===== config.mk =====
export PLATFORM = sky130hd
export DESIGN_NAME = pgm_gen_sched
export DESIGN_NICKNAME = d
export VERILOG_FILES = /design/src/rtl/pgm_gen_sched.sv
export SDC_FILE = /design/constraint.sdc
export NUM_CORES = 1
export LEC_CHECK = 0
export ABC_AREA = 1
export CAP_MARGIN = 20
export CORE_AREA = 2 2 201 203
export CTS_BUF_LIST = sky130_fd_sc_hd__clkbuf_4
export CTS_CLUSTER_DIAMETER = 100
export DETAILED_ROUTE_END_ITERATION = 16
export DIE_AREA = 0 0 203 205
export MAX_ROUTING_LAYER = met4
export PLACE_DENSITY = 0.59
export SYNTH_ARGS = -nofsm -noshare
export SYNTH_HDL_FRONTEND = slang
export SYNTH_SLANG_ARGS = --single-unit
export TNS_END_PERCENT = 50

===== constraint.sdc =====
create_clock -name clk -period 3.4 [get_ports clk]
set_input_delay 0.51 -clock clk [delete_from_list [all_inputs] [get_ports clk]]
set_output_delay 0.51 -clock clk [all_outputs]
set_load 0.03 [all_outputs]

===== src/rtl/pgm_gen_sched.sv =====
// Replays the packet held in PGM_RAM a programmable number of times with an inter-packet gap,
// sharing the output port with the bypass path at packet boundaries. PGM_SCHED_TS_EN: timestamp word 1.
module pgm_gen_sched #(
    parameter int unsigned AW    = 7,
    parameter int unsigned GAP_W = 16,
    parameter int unsigned CNT_W = 32,
    localparam int unsigned DW    = 134,
    localparam int unsigned RAM_W = 144
) (
    input  logic             clk,
    input  logic             rst_n,
    input  logic             soft_rst,
    input  logic             gen_start,
    input  logic             gen_stop,
    input  logic [AW-1:0]    pkt_last_addr,
    input  logic [CNT_W-1:0] cfg_pkt_num,
    input  logic [GAP_W-1:0] cfg_gap,
    output logic             ram_rd_en,
    output logic [AW-1:0]    ram_rd_addr,
    input  logic [RAM_W-1:0] ram_rd_data,
    input  logic             byp_req,
    output logic             byp_gnt,
    input  logic [DW-1:0]    byp_data,
    input  logic             byp_data_wr,
    input  logic             byp_valid,
    input  logic             byp_valid_wr,
    input  logic             in_alf,
    output logic [DW-1:0]    out_data,
    output logic             out_data_wr,
    output logic             out_valid,
    output logic             out_valid_wr,
    output logic             gen_busy,
    output logic             gen_finish,
    output logic [CNT_W-1:0] sent_cnt
);

    typedef enum logic [2:0] {S_IDLE, S_ARB, S_RD, S_GAP, S_BYP, S_DONE} state_e;

    state_e           state_q, state_d;
    logic             rd_en_q, rd_en_d;
    logic [AW-1:0]    rd_addr_q, rd_addr_d;
    logic             rd_vld_q, rd_vld_d;
    logic             rd_last_q, rd_last_d;
    logic [DW-1:0]    out_data_q, out_data_d;
    logic             out_data_wr_q, out_data_wr_d;
    logic             out_valid_q, out_valid_d;
    logic             out_valid_wr_q, out_valid_wr_d;
    logic             byp_gnt_q, byp_gnt_d;
    logic             gen_busy_q, gen_busy_d;
    logic             gen_finish_q, gen_finish_d;
    logic             stop_q, stop_d;
    logic [CNT_W-1:0] sent_cnt_q, sent_cnt_d, sent_inc;
    logic [GAP_W-1:0] gap_cnt_q, gap_cnt_d;
    logic [DW-1:0]    rd_word;
    logic             unused_rd_bits;

`ifdef PGM_SCHED_TS_EN
    logic [63:0]      ts_cnt_q, ts_cnt_d;
    logic [AW-1:0]    rd_vld_addr_q, rd_vld_addr_d;
`endif

    assign unused_rd_bits = ^ram_rd_data[RAM_W-1:DW];
    assign sent_inc       = (&sent_cnt_q) ? sent_cnt_q : sent_cnt_q + CNT_W'(1);

    // RAM word as it leaves the block; optionally stamped on address 1
    always_comb begin
        rd_word = ram_rd_data[DW-1:0];
`ifdef PGM_SCHED_TS_EN
        if (rd_vld_addr_q == AW'(1)) begin
            rd_word[63:0] = ts_cnt_q + 64'd1;
        end
`endif
    end

    always_comb begin
        state_d        = state_q;
        rd_en_d        = 1'b0;
        rd_addr_d      = rd_addr_q;
        rd_vld_d       = rd_en_q;
        rd_last_d      = rd_en_q && (rd_addr_q == pkt_last_addr);
        out_data_d     = out_data_q;
        out_data_wr_d  = 1'b0;
        out_valid_d    = 1'b0;
        out_valid_wr_d = 1'b0;
        byp_gnt_d      = 1'b0;
        gen_busy_d     = gen_busy_q;
        gen_finish_d   = 1'b0;
        sent_cnt_d     = sent_cnt_q;
        stop_d         = stop_q | (gen_stop & gen_busy_q);
        gap_cnt_d      = gap_cnt_q;
`ifdef PGM_SCHED_TS_EN
        ts_cnt_d       = ts_cnt_q + 64'd1;
        rd_vld_addr_d  = rd_addr_q;
`endif

        case (state_q)
            S_IDLE: begin
                // a start arriving with a bypass request is remembered through gen_busy
                if (gen_start) begin
                    gen_busy_d = 1'b1;
                    sent_cnt_d = '0;
                    stop_d     = 1'b0;
                end
                if (byp_req) begin
                    byp_gnt_d = 1'b1;
                    state_d   = S_BYP;
                end else if (gen_start) begin
                    state_d = S_ARB;
                end
            end
            S_ARB: begin
                if (byp_req) begin
                    byp_gnt_d = 1'b1;
                    state_d   = S_BYP;
                end else if (stop_d) begin
                    state_d = S_DONE;
                end else if (!in_alf) begin
                    state_d   = S_RD;
                    rd_en_d   = 1'b1;
                    rd_addr_d = '0;
                end
            end
            S_RD: begin
                if (rd_en_q && rd_addr_q != pkt_last_addr) begin
                    rd_en_d   = 1'b1;
                    rd_addr_d = rd_addr_q + AW'(1);
                end
                if (rd_vld_q) begin
                    out_data_d    = rd_word;
                    out_data_wr_d = 1'b1;
                    if (rd_last_q) begin
                        out_valid_d    = 1'b1;
                        out_valid_wr_d = 1'b1;
                        sent_cnt_d     = sent_inc;
                        if (stop_d || (cfg_pkt_num != '0 && sent_inc == cfg_pkt_num)) begin
                            state_d = S_DONE;
                        end else if (cfg_gap == '0) begin
                            state_d = S_ARB;
                        end else begin
                            state_d   = S_GAP;
                            gap_cnt_d = '0;
                        end
                    end
                end
            end
            S_GAP: begin
                if (stop_d) begin
                    state_d = S_DONE;
                end else if (gap_cnt_q == cfg_gap - GAP_W'(1)) begin
                    state_d = S_ARB;
                end else begin
                    gap_cnt_d = gap_cnt_q + GAP_W'(1);
                end
            end
            S_BYP: begin
                out_data_d     = byp_data;
                out_data_wr_d  = byp_data_wr;
                out_valid_d    = byp_valid;
                out_valid_wr_d = byp_valid_wr;
                if (byp_valid_wr) begin
                    state_d = gen_busy_q ? S_ARB : S_IDLE;
                end
            end
            S_DONE: begin
                gen_finish_d = 1'b1;
                gen_busy_d   = 1'b0;
                stop_d       = 1'b0;
                state_d      = S_IDLE;
            end
            default: state_d = S_IDLE;
        endcase

        // synchronous clear aborts any packet in flight
        if (soft_rst) begin
            state_d        = S_IDLE;
            rd_en_d        = 1'b0;
            rd_addr_d      = '0;
            rd_vld_d       = 1'b0;
            rd_last_d      = 1'b0;
            out_data_d     = '0;
            out_data_wr_d  = 1'b0;
            out_valid_d    = 1'b0;
            out_valid_wr_d = 1'b0;
            byp_gnt_d      = 1'b0;
            gen_busy_d     = 1'b0;
            gen_finish_d   = 1'b0;
            sent_cnt_d     = '0;
            stop_d         = 1'b0;
            gap_cnt_d      = '0;
`ifdef PGM_SCHED_TS_EN
            ts_cnt_d       = '0;
            rd_vld_addr_d  = '0;
`endif
        end
    end

    always_ff @(posedge clk or negedge rst_n) begin
        if (!rst_n) begin
            state_q        <= S_IDLE;
            rd_en_q        <= 1'b0;
            rd_addr_q      <= '0;
            rd_vld_q       <= 1'b0;
            rd_last_q      <= 1'b0;
            out_data_q     <= '0;
            out_data_wr_q  <= 1'b0;
            out_valid_q    <= 1'b0;
            out_valid_wr_q <= 1'b0;
            byp_gnt_q      <= 1'b0;
            gen_busy_q     <= 1'b0;
            gen_finish_q   <= 1'b0;
            sent_cnt_q     <= '0;
            stop_q         <= 1'b0;
            gap_cnt_q      <= '0;
`ifdef PGM_SCHED_TS_EN
            ts_cnt_q       <= '0;
            rd_vld_addr_q  <= '0;
`endif
        end else begin
            state_q        <= state_d;
            rd_en_q        <= rd_en_d;
            rd_addr_q      <= rd_addr_d;
            rd_vld_q       <= rd_vld_d;
            rd_last_q      <= rd_last_d;
            out_data_q     <= out_data_d;
            out_data_wr_q  <= out_data_wr_d;
            out_valid_q    <= out_valid_d;
            out_valid_wr_q <= out_valid_wr_d;
            byp_gnt_q      <= byp_gnt_d;
            gen_busy_q     <= gen_busy_d;
            gen_finish_q   <= gen_finish_d;
            sent_cnt_q     <= sent_cnt_d;
            stop_q         <= stop_d;
            gap_cnt_q      <= gap_cnt_d;
`ifdef PGM_SCHED_TS_EN
            ts_cnt_q       <= ts_cnt_d;
            rd_vld_addr_q  <= rd_vld_addr_d;
`endif
        end
    end

    assign ram_rd_en    = rd_en_q;
    assign ram_rd_addr  = rd_addr_q;
    assign out_data     = out_data_q;
    assign out_data_wr  = out_data_wr_q;
    assign out_valid    = out_valid_q;
    assign out_valid_wr = out_valid_wr_q;
    assign byp_gnt      = byp_gnt_q;
    assign gen_busy     = gen_busy_q;
    assign gen_finish   = gen_finish_q;
    assign sent_cnt     = sent_cnt_q;

endmodule


==> Yosys cells after proc, flatten, opt, wreduce, memory -nomap -nowiden <==
Cells that the tools add are included.
{ "op_classes": {"add_sub_neg": 4, "n_mul": 0, "div": 0, "magnitude_cmp": 0, "n_eq_ne": 24, "shift": 0, "n_mux": 66, "n_bitwise": 2, "n_reduce_logical": 20} }
{ "op_table": {"columns": ["op", "count"], "rows": [
  ["$mux W134", 2],
  ["$pmux W134 S2", 1],
  ["$mux W32", 5],
  ["$mux W16", 7],
  ["$pmux W32 S2", 1],
  ["$mux W3", 12],
  ["$ne A3 B3 Y1 const B", 12],
  ["$mux W7", 5],
  ["$add A32 B1 Y32 const B", 1],
  ["$eq A32 B32 Y1", 1],
  ["$pmux W16 S2", 1],
  ["$reduce_and A32 Y1", 1],
  ["$reduce_bool A32 Y1", 1],
  ["$mux W1", 23],
  ["$add A16 B1 Y16 const B", 1],
  ["$eq A16 B16 Y1", 1],
  ["$logic_not A16 Y1", 1],
  ["$sub A16 B1 Y16 const B", 1],
  ["$pmux W3 S5", 1],
  ["$reduce_bool A3 Y1", 5],
  ["$pmux W7 S2", 1],
  ["$pmux W1 S2", 6],
  ["$ne A4 B4 Y1 const B", 2],
  ["$add A7 B1 Y7 const B", 1],
  ["18 further kinds", 23]
]} }
{ "word_totals": {"register_bits": 202, "latch_bits": 0, "ram_bits": 0, "romBits": 0, "in_bits": 343, "output_inout_bits": 180, "elab_cells": 131, "n_memories": 0} }

==> Longest topological paths before layout <==
Gate-level depths: netlist of run 1.
{ "depth": {"ltp_word": 10, "ltp_mapped": 23, "mapped_depth_nobuf": 21} }

==> Least setup slack after synthesis of run 1 <==
No wires, ideal clock.
{ "synth_path": {"kind": "register to register", "start": "register sent_cnt_q[0] (netlist: sent_cnt[0])", "end": "register gap_cnt_q[10]", "setup_time_ns": 0.117, "arrival_ns": 2.582, "path_slack_ns": 0.701, "path_stages_with_launch": 20, "n_path_buf": 2, "path_cell_list": "dfrtp_1 > ha_1 > inv_2 > nor2_4 > nand2_4 > nor2_8 > nand2_2 > buf_2 > nand2_1 > xnor2_1 > nand2_1 > nor2_1 > nand2_1 > nor2_1 > nand2_2 > nand3_2 > nand2_4 > buf_2 > nand3_1 > nand2_1"} }
{ "synth_between": {"elab_chain_len": 7, "word_cells_on_any_way": 8, "cone_classes": "add/sub (1); eq/ne (2); mux (1); reduce/logical (4)"} }
{ "synth_rtl": {"columns": ["element", "line", "text"], "rows": [
  ["start: declaration", "52", "logic [CNT_W-1:0] sent_cnt_q, sent_cnt_d, sent_inc;"],
  ["start signal: assignment", "231", "sent_cnt_q <= sent_cnt_d;"],
  ["$add A32 B1 Y32 / $reduce_and A32 Y1 (equally long branches)", "63", "assign sent_inc = (&sent_cnt_q) ? sent_cnt_q : sent_cnt_q + CNT_W'(1);"],
  ["$mux W32 *", "63", null],
  ["$eq A32 B32 Y1 *", "135", "if (stop_d || (cfg_pkt_num != '0 && sent_inc == cfg_pkt_num)) begin"],
  ["$logic_and A1 B1 Y1 *", "135", null],
  ["$logic_or A1 B1 Y1 *", "135", null],
  ["$ne A3 B3 Y1 (no line) *", null, null],
  ["$reduce_and A7 Y1 (no line) *", null, null],
  ["end signal: assignment", "233", "gap_cnt_q <= gap_cnt_d;"],
  ["end: declaration", "53", "logic [GAP_W-1:0] gap_cnt_q, gap_cnt_d;"]
]} }
Mark *: on every way between the ends. The rest lies on a longest branch, timed or not.
A chain may end at the register's enable or synchronous reset.

==> Final worst setup path of run 1 <==
{ "layout_path": {"start": "register sent_cnt_q[1] (netlist: sent_cnt[1])", "end": "register gap_cnt_q[4]"} }
Same word-level chain as after synthesis.

==> results.py, run 1 <==
metrics = {
    "status": {
        "status": "completed",
    },
    "sta": {
        "period_share": 0.9308,
        "hold_slack_ns": 0.2301,
        "setup_viol": 0,
        "max_slew_margin": 0.3411,
        "tightest_slew_ns": 0.9884,
        "rsz0062_at_grt": "no",
        "hold_violations": 0,
        "clock_skew_ns": 0.04251,
        "drv_slew": 0,
        "post-route-min-period_ns": 3.165,
        "max_freq_ghz": 0.3160,
        "final.setup.tns_ns": 0,
        "timing.final.ws_setup_ns": 0.2353,
    },
    "floorplan": {
        "die-area_um2": 41620,
        "coreArea_um2": 39370,
        "die_x_um": 203,
        "rows": 73,
        "die_y_um": 205,
        "initial_core_util": 0.3062,
        "ios": 523,
    },
    "pwr": {
        "p_clk_frac": 0.178,
        "p_comb_frac": 0.538,
        "p_sw_w": 0.006039,
        "fin_total_pwr_w": 0.01311,
        "p_sw_frac": 0.4607,
        "p_int_w": 0.007069,
        "leakage_nw": 7.768,
        "pwr-share-seq": 0.284,
        "peakVddDrop_v": 0.001053,
        "power_density_nw_per_um2": 703.1,
    },
    "route": {
        "wl_per_cell_um": 19.15,
        "drt_iter0_drc": 856,
        "avgViaCountPerCell": 5.000,
        "ant_nets": 0,
        "wl_um": 53090,
        "dr.pass1.iters": 5,
        "num_vias": 13860,
        "drcViolationCount": 0,
    },
    "clock_network": {
        "clk_pin_slew_ns": 0.07,
        "cts-root-buf": "clkbuf_4",
        "postCtsSetupBuffers": 0,
        "insertion_delay_ns": 0.77,
        "cts_buffers": 59,
        "htree_levels": 2,
        "cts.sinks": 202,
        "cts_resized": 0,
        "clk_path_buf_depth": 3,
        "cts_tree": "done",
    },
    "yosys": {
        "synth_edf_count": 0,
        "synth_seq_cells": 202,
        "avgSynthCellArea_um2": 7.187,
        "yosysWarnings": 0,
        "netlist_area_um2": 12050,
        "postSynthCellCount": 1677,
        "yosysSeqAreaShare": 0.4194,
        "ys.flop_type": "dfrtp_1",
        "synthArstFlopShare": 1.000,
        "synth_nets": 2024,
        "synth_cell_types": 39,
    },
    "critical_path": {
        "startpoint_type": "register",
        "crit_type": "register to register",
        "ff2ff_path_depth": 20,
        "path_cells": "ha_1, inv_2, nor2_4, nand2_4, nor2_8, nand2_2, buf_12, nand2_1, nand2_1, nand2_1, nand3_1, nor2_1, nand2_1, nor2_1, nand2_2, nand3_2, nand2_4, nand2_4, nand2_1, nand2_1",
        "cp_max_fo": 32,
        "endpoint_kind": "register",
        "cp_common_cell": "nand2_1",
        "crit_arrival_ns": 3.87,
        "slowest_delay_ns": 0.41,
        "required_ns": 4.10,
        "cpMaxStageDelayCell": "dfrtp_1",
    },
    "grt": {
        "use_met3": 0.06109,
        "grt_util_met1": 0.2935,
        "top_usage_layer": "met2",
        "grt_pass1_wl_um": 79260,
        "grt_max_degree": 140,
        "first_global_vias": 13780,
        "grt-ovfl-total": 0,
        "track_usage": 0.2544,
        "met2_usage": 0.4302,
        "grt_antenna_before_repair": 5,
    },
    "layout": {
        "final_nets": 2547,
        "area_growth_pct": 54.68,
        "stdcell_area_um2": 18640,
        "nFillCells": 4017,
        "drive_gt1_frac": 0.07713,
    },
    "placement": {
        "numPortBuffers": 512,
        "gp_congestion": 0.9859,
        "dp_slack_ns": 0.2114,
        "dp_hpwl_um": 39620,
        "placed_area_um2": 17890,
    },
    "hold_path": {
        "hold_class": "input port to register",
        "worstHoldPathCells": 4,
    },
    "job": {
        "maxCapViolCount": 0,
    },
}
repair_timing:
action	CTS	global route
hold buffers	1	0
endpoints found under the setup margin	0	0
endpoints found under the hold margin	89	0
sequential cells by signal, indices dropped and copies added (netlist names), 3 cells and up:
signal	count
state_q	3
out_data	134
sent_cnt	32
ram_rd_addr	7
gap_cnt_q	16
cells in the final DEF (no fill, tap or decap), types with 3 or more instances in the layout:
cell / netlist / routed
nor4_1: 6 / 6
a21oi_4: 1 / 3
nor3b_1: 4 / 4
buf_4: 0 / 40
nor2_2: 6 / 6
nand3b_1: 3 / 3
ha_1: 4 / 4
clkbuf_4: 0 / 89
clkdlybuf4s50_1: 0 / 510
xnor2_1: 14 / 14
nand3_1: 251 / 251
xor2_1: 28 / 28
nand4_1: 16 / 16
a311oi_1: 67 / 67
o22ai_1: 12 / 12
nand2_1: 416 / 415
a31oi_1: 69 / 69
clkinv_1: 2 / 15
inv_1: 107 / 106
nor2_1: 262 / 262
nand2_4: 3 / 4
inv_2: 7 / 5
a21oi_1: 21 / 19
diode_2: 0 / 5
buf_12: 0 / 6
o21bai_1: 3 / 3
nor3_1: 17 / 17
o21ai_0: 40 / 40
dfrtp_1: 202 / 202
nand2_2: 7 / 7
area by class of cell:
| class | count | area (um^2) | share of cell area |
|---|---|---|---|
| multi-input combinational | 1262 | 6188 | 0.3319 |
| tap | 525 | 656.9 | 0.03523 |
| inverter | 116 | 445.4 | 0.02389 |
| clock inverter | 15 | 62.56 | 0.003356 |
| clock buffer | 89 | 668.1 | 0.03584 |
| sequential | 202 | 5055 | 0.2711 |
| timing repair buffer | 559 | 5554 | 0.2979 |
| antenna | 5 | 12.51 | 0.0006711 |
routing by layer:
metal | vias up | part of all wire
li1 | 6739 | -
met1 | 6523 | 0.40
met2 | 509 | 0.50
met3 | 93 | 0.072
met4 | 0 | 0.030
met5 | - | 0
through the flow:
step	cells	util
after floorplan	1677	-
after global placement	2663	0.4544
after detailed placement	2663	0.4544
after CTS	2768	0.4733
after global routing	2773	0.4736
final	2773	0.4736
power groups by stage:
stage	registers [W]	logic, W	clock network, W
after CTS	0.00372	0.00710	0.00243
after floorplan	0.00532	0.00236	0
after detailed placement	0.00375	0.00708	0
after global routing	0.00383	0.00758	0.00255
after global placement	0.00372	0.00707	0
final	0.00372	0.00705	0.00234
Yosys cell counts, types with 4 or more instances:
cell type  number  share of area
nor2_2          6         0.0031
a21oi_1        21         0.0087
nand2_1       416           0.13
clkbuf_1       87          0.027
o22ai_1        12         0.0062
xnor2_1        14          0.010
nand2_2         7         0.0036
inv_2           7         0.0022
nor4_1          6         0.0031
nor3b_1         4         0.0025
a31oi_1        69          0.036
nor3_1         17         0.0071
nor2_1        262          0.082
ha_1            4         0.0042
nand4_1        16         0.0083
nand3_1       251           0.10
a311oi_1       67          0.049
inv_1         107          0.033
xor2_1         28          0.020
o21ai_0        40          0.017
buf_6           5         0.0047
dfrtp_1       202           0.42
path summary, 6_finish.rpt:
kind                             endpoint  slack [ns]     startpoint
setup / recovery             gap_cnt_q[4]        0.24    sent_cnt[1]
hold / removal             ram_rd_addr[1]        0.23       soft_rst
setup reg to reg             gap_cnt_q[4]        0.24    sent_cnt[1]
hold reg to reg             gap_cnt_q[10]        0.50  gap_cnt_q[10]
max in group asynchronous     out_data[0]        2.10          rst_n
min in group asynchronous    sent_cnt[14]        0.39          rst_n
critical path: cells and delay by family (launching register included):
family | cells | cell delay (ns)
adder cells (fa/ha/maj) | 1 | 0.30
flip-flops | 1 | 0.41
AND/OR/NAND/NOR | 17 | 2.10
buffers and inverters | 2 | 0.27
cells by family (layout without fill, tap and decap cells):
| kind of cell | after synthesis | in the layout | synth area share |
|---|---|---|---|
| AO/OA/AOI/OAI | 216 | 216 | 0.1212 |
| XOR/XNOR | 42 | 42 | 0.03052 |
| adder cells (fa/ha/maj) | 4 | 4 | 0.004153 |
| buffers and inverters | 213 | 779 | 0.06966 |
| flip-flops | 202 | 202 | 0.4194 |
| other | 0 | 5 | 0 |
| AND/OR/NAND/NOR | 1000 | 1000 | 0.3550 |
Power figures use the tool's default switching activity.
==> run 2: changes to the inputs <==
- CELL_PAD_IN_SITES_DETAIL_PLACEMENT: not set -> 1
- CELL_PAD_IN_SITES_GLOBAL_PLACEMENT: not set -> 1
- CORE_AREA: 2 2 201 203 -> 2 2 204 206
- DIE_AREA: 0 0 203 205 -> 0 0 206 208
- PLACE_DENSITY: 0.59 -> 0.85
- SLEW_MARGIN: not set -> 20
==> results.py, run 2 (synthesized netlist as in run 1, its figures left out) <==
metrics = {
    "route": {
        "avgViaCountPerCell": 5.181,
        "drt_iter0_drc": 797,
        "wl_um": 59990,
        "num_vias": 14410,
        "drcViolationCount": 0,
        "wl_per_cell_um": 21.57,
        "dr.pass1.iters": 5,
        "ant_nets": 0,
    },
    "grt": {
        "first_global_vias": 15250,
        "grt_antenna_before_repair": 21,
        "track_usage": 0.2821,
        "grt-ovfl-total": 0,
        "grt_pass1_wl_um": 90020,
        "grt_max_degree": 140,
    },
    "layout": {
        "fin_util": 0.4597,
        "largest_reg_flops": 134,
        "nFillCells": 5016,
        "layout_commonest_cell": "clkdlybuf4s50_1",
        "drive_gt1_frac": 0.07323,
        "stdcell_area_um2": 18640,
        "area_growth_pct": 54.68,
        "most-common-layout-cells": "clkdlybuf4s50_1 (510), nand2_1 (415), nor2_1 (262), nand3_1 (251), dfrtp_1 (202)",
        "final_nets": 2541,
    },
    "sta": {
        "max_slew_margin": 0.3443,
        "clock_skew_ns": 0.06562,
        "period_share": 0.9111,
        "tightest_slew_ns": 0.9836,
        "post-route-min-period_ns": 3.098,
        "drv_slew": 0,
        "hold_slack_ns": 0.2667,
        "final.setup.tns_ns": 0,
        "setup_viol": 0,
        "rsz0062_at_grt": "no",
        "hold_violations": 0,
        "max_freq_ghz": 0.3228,
    },
    "pwr": {
        "peakVddDrop_v": 0.0005162,
        "fin_total_pwr_w": 0.01335,
        "power_density_nw_per_um2": 716.1,
        "leakage_nw": 7.725,
    },
    "floorplan": {
        "ios": 523,
        "initial_core_util": 0.2972,
        "rows": 74,
        "die_x_um": 206,
        "die-area_um2": 42850,
        "die_y_um": 208,
        "coreArea_um2": 40550,
    },
    "critical_path": {
        "path_buf_inv": 3,
        "cpMaxStageDelayCell": "dfrtp_1",
        "startpoint_type": "register",
        "endpoint_kind": "register",
        "slowest_delay_ns": 0.36,
        "cpLargestDelayFamily": "simple AND/OR/NAND/NOR gates",
        "crit_type": "register to register",
        "required_ns": 4.12,
        "cp_max_fo": 31,
        "cp_common_cell": "nand2_1",
        "path_cells": "ha_1, inv_2, nor2_4, nand2_4, nor2_8, nand2_2, buf_12, nand2_1, inv_1, nand2_1, nand4_1, nor2_1, nand2_1, nor2_1, nand2_2, nand3_2, nand2_4, nand2_4, nand2_1, nand2_1",
        "crit_arrival_ns": 3.81,
    },
    "clock_network": {
        "cts.sinks": 202,
        "cts_tree": "done",
        "htree_levels": 2,
        "clk_path_buf_depth": 3,
        "clk_pin_slew_ns": 0.07,
        "cts_hold_buffers": 2,
        "postCtsSetupBuffers": 0,
        "cts-root-buf": "clkbuf_4",
        "insertion_delay_ns": 0.83,
        "cts_buffers": 61,
        "cts_resized": 0,
    },
    "job": {
        "maxCapViolCount": 0,
    },
    "placement": {
        "numPortBuffers": 512,
        "dp_hpwl_um": 45350,
        "placed_area_um2": 17850,
        "gp_congestion": 0.9558,
    },
    "status": {
        "status": "completed",
    },
    "hold_path": {
        "hold_class": "input port to register",
    },
}
## run 2: changes by cell type in the layout (fill, tap and decap cells not counted), sizes merged
| cell | delta |
|---|---|
| buf | -9 |
| bufinv | +1 |
| clkbuf | -2 |
| clkinv | -8 |
| clkinvlp | +1 |
| diode | +18 |
| dlygate4sd3 | +1 |
| inv | -1 |
## run 2: final cells by class
class | instances | area, um^2 | share of cell area
Clock buffer | 87 | 653.1 | 0.03503
Timing Repair Buffer | 551 | 5524 | 0.2963
Inverter | 116 | 441.7 | 0.02369
Multi-Input combinational cell | 1262 | 6181 | 0.3315
Sequential cell | 202 | 5055 | 0.2711
Clock inverter | 8 | 65.06 | 0.003490
Antenna cell | 23 | 57.56 | 0.003087
Tap cell | 532 | 665.6 | 0.03570
## run 2: worst paths after layout
kind	cells after the start	slack, ns	endpoint	from
hold / removal	3	0.27	out_data[132]	byp_data[132]
min in group asynchronous	2	0.33	sent_cnt[2]	rst_n
hold reg to reg	2	0.50	gap_cnt_q[10]	gap_cnt_q[10]
setup reg to reg	20	0.30	gap_cnt_q[4]	sent_cnt[0]
max in group asynchronous	3	2.12	out_valid	rst_n
setup / recovery	20	0.30	gap_cnt_q[4]	sent_cnt[0]
## run 2: layer usage
layer  wire length, um  GRT usage  vias up
met5                 0          -        -
met4              2883     0.1392        0
met3              4399    0.07268      150
met2             30060     0.4734      520
met1             22650     0.3083     7015
li1                  -          -     6722
## run 2: worst register-to-register path, delay by kind of cell (launching register included)
kind	cells	cell delay (ns)
simple gates	16	2.00
fa+ha+maj	1	0.30
buf+inv	3	0.34
flops	1	0.36
## run 2: through the flow
stage	instances	setup slack, ns
after detailed placement	2661	-0.1862
after CTS	2758	0.2868
after global placement	2661	0.02327
after global routing	2780	0.03022
final	2781	0.3024
after floorplan	1677	0.7010
## run 2: power by group
part,internal [W],switching (W)
sequential,0.00324,0.000529
combinational,0.00264,0.00454
clock,0.00122,0.00118
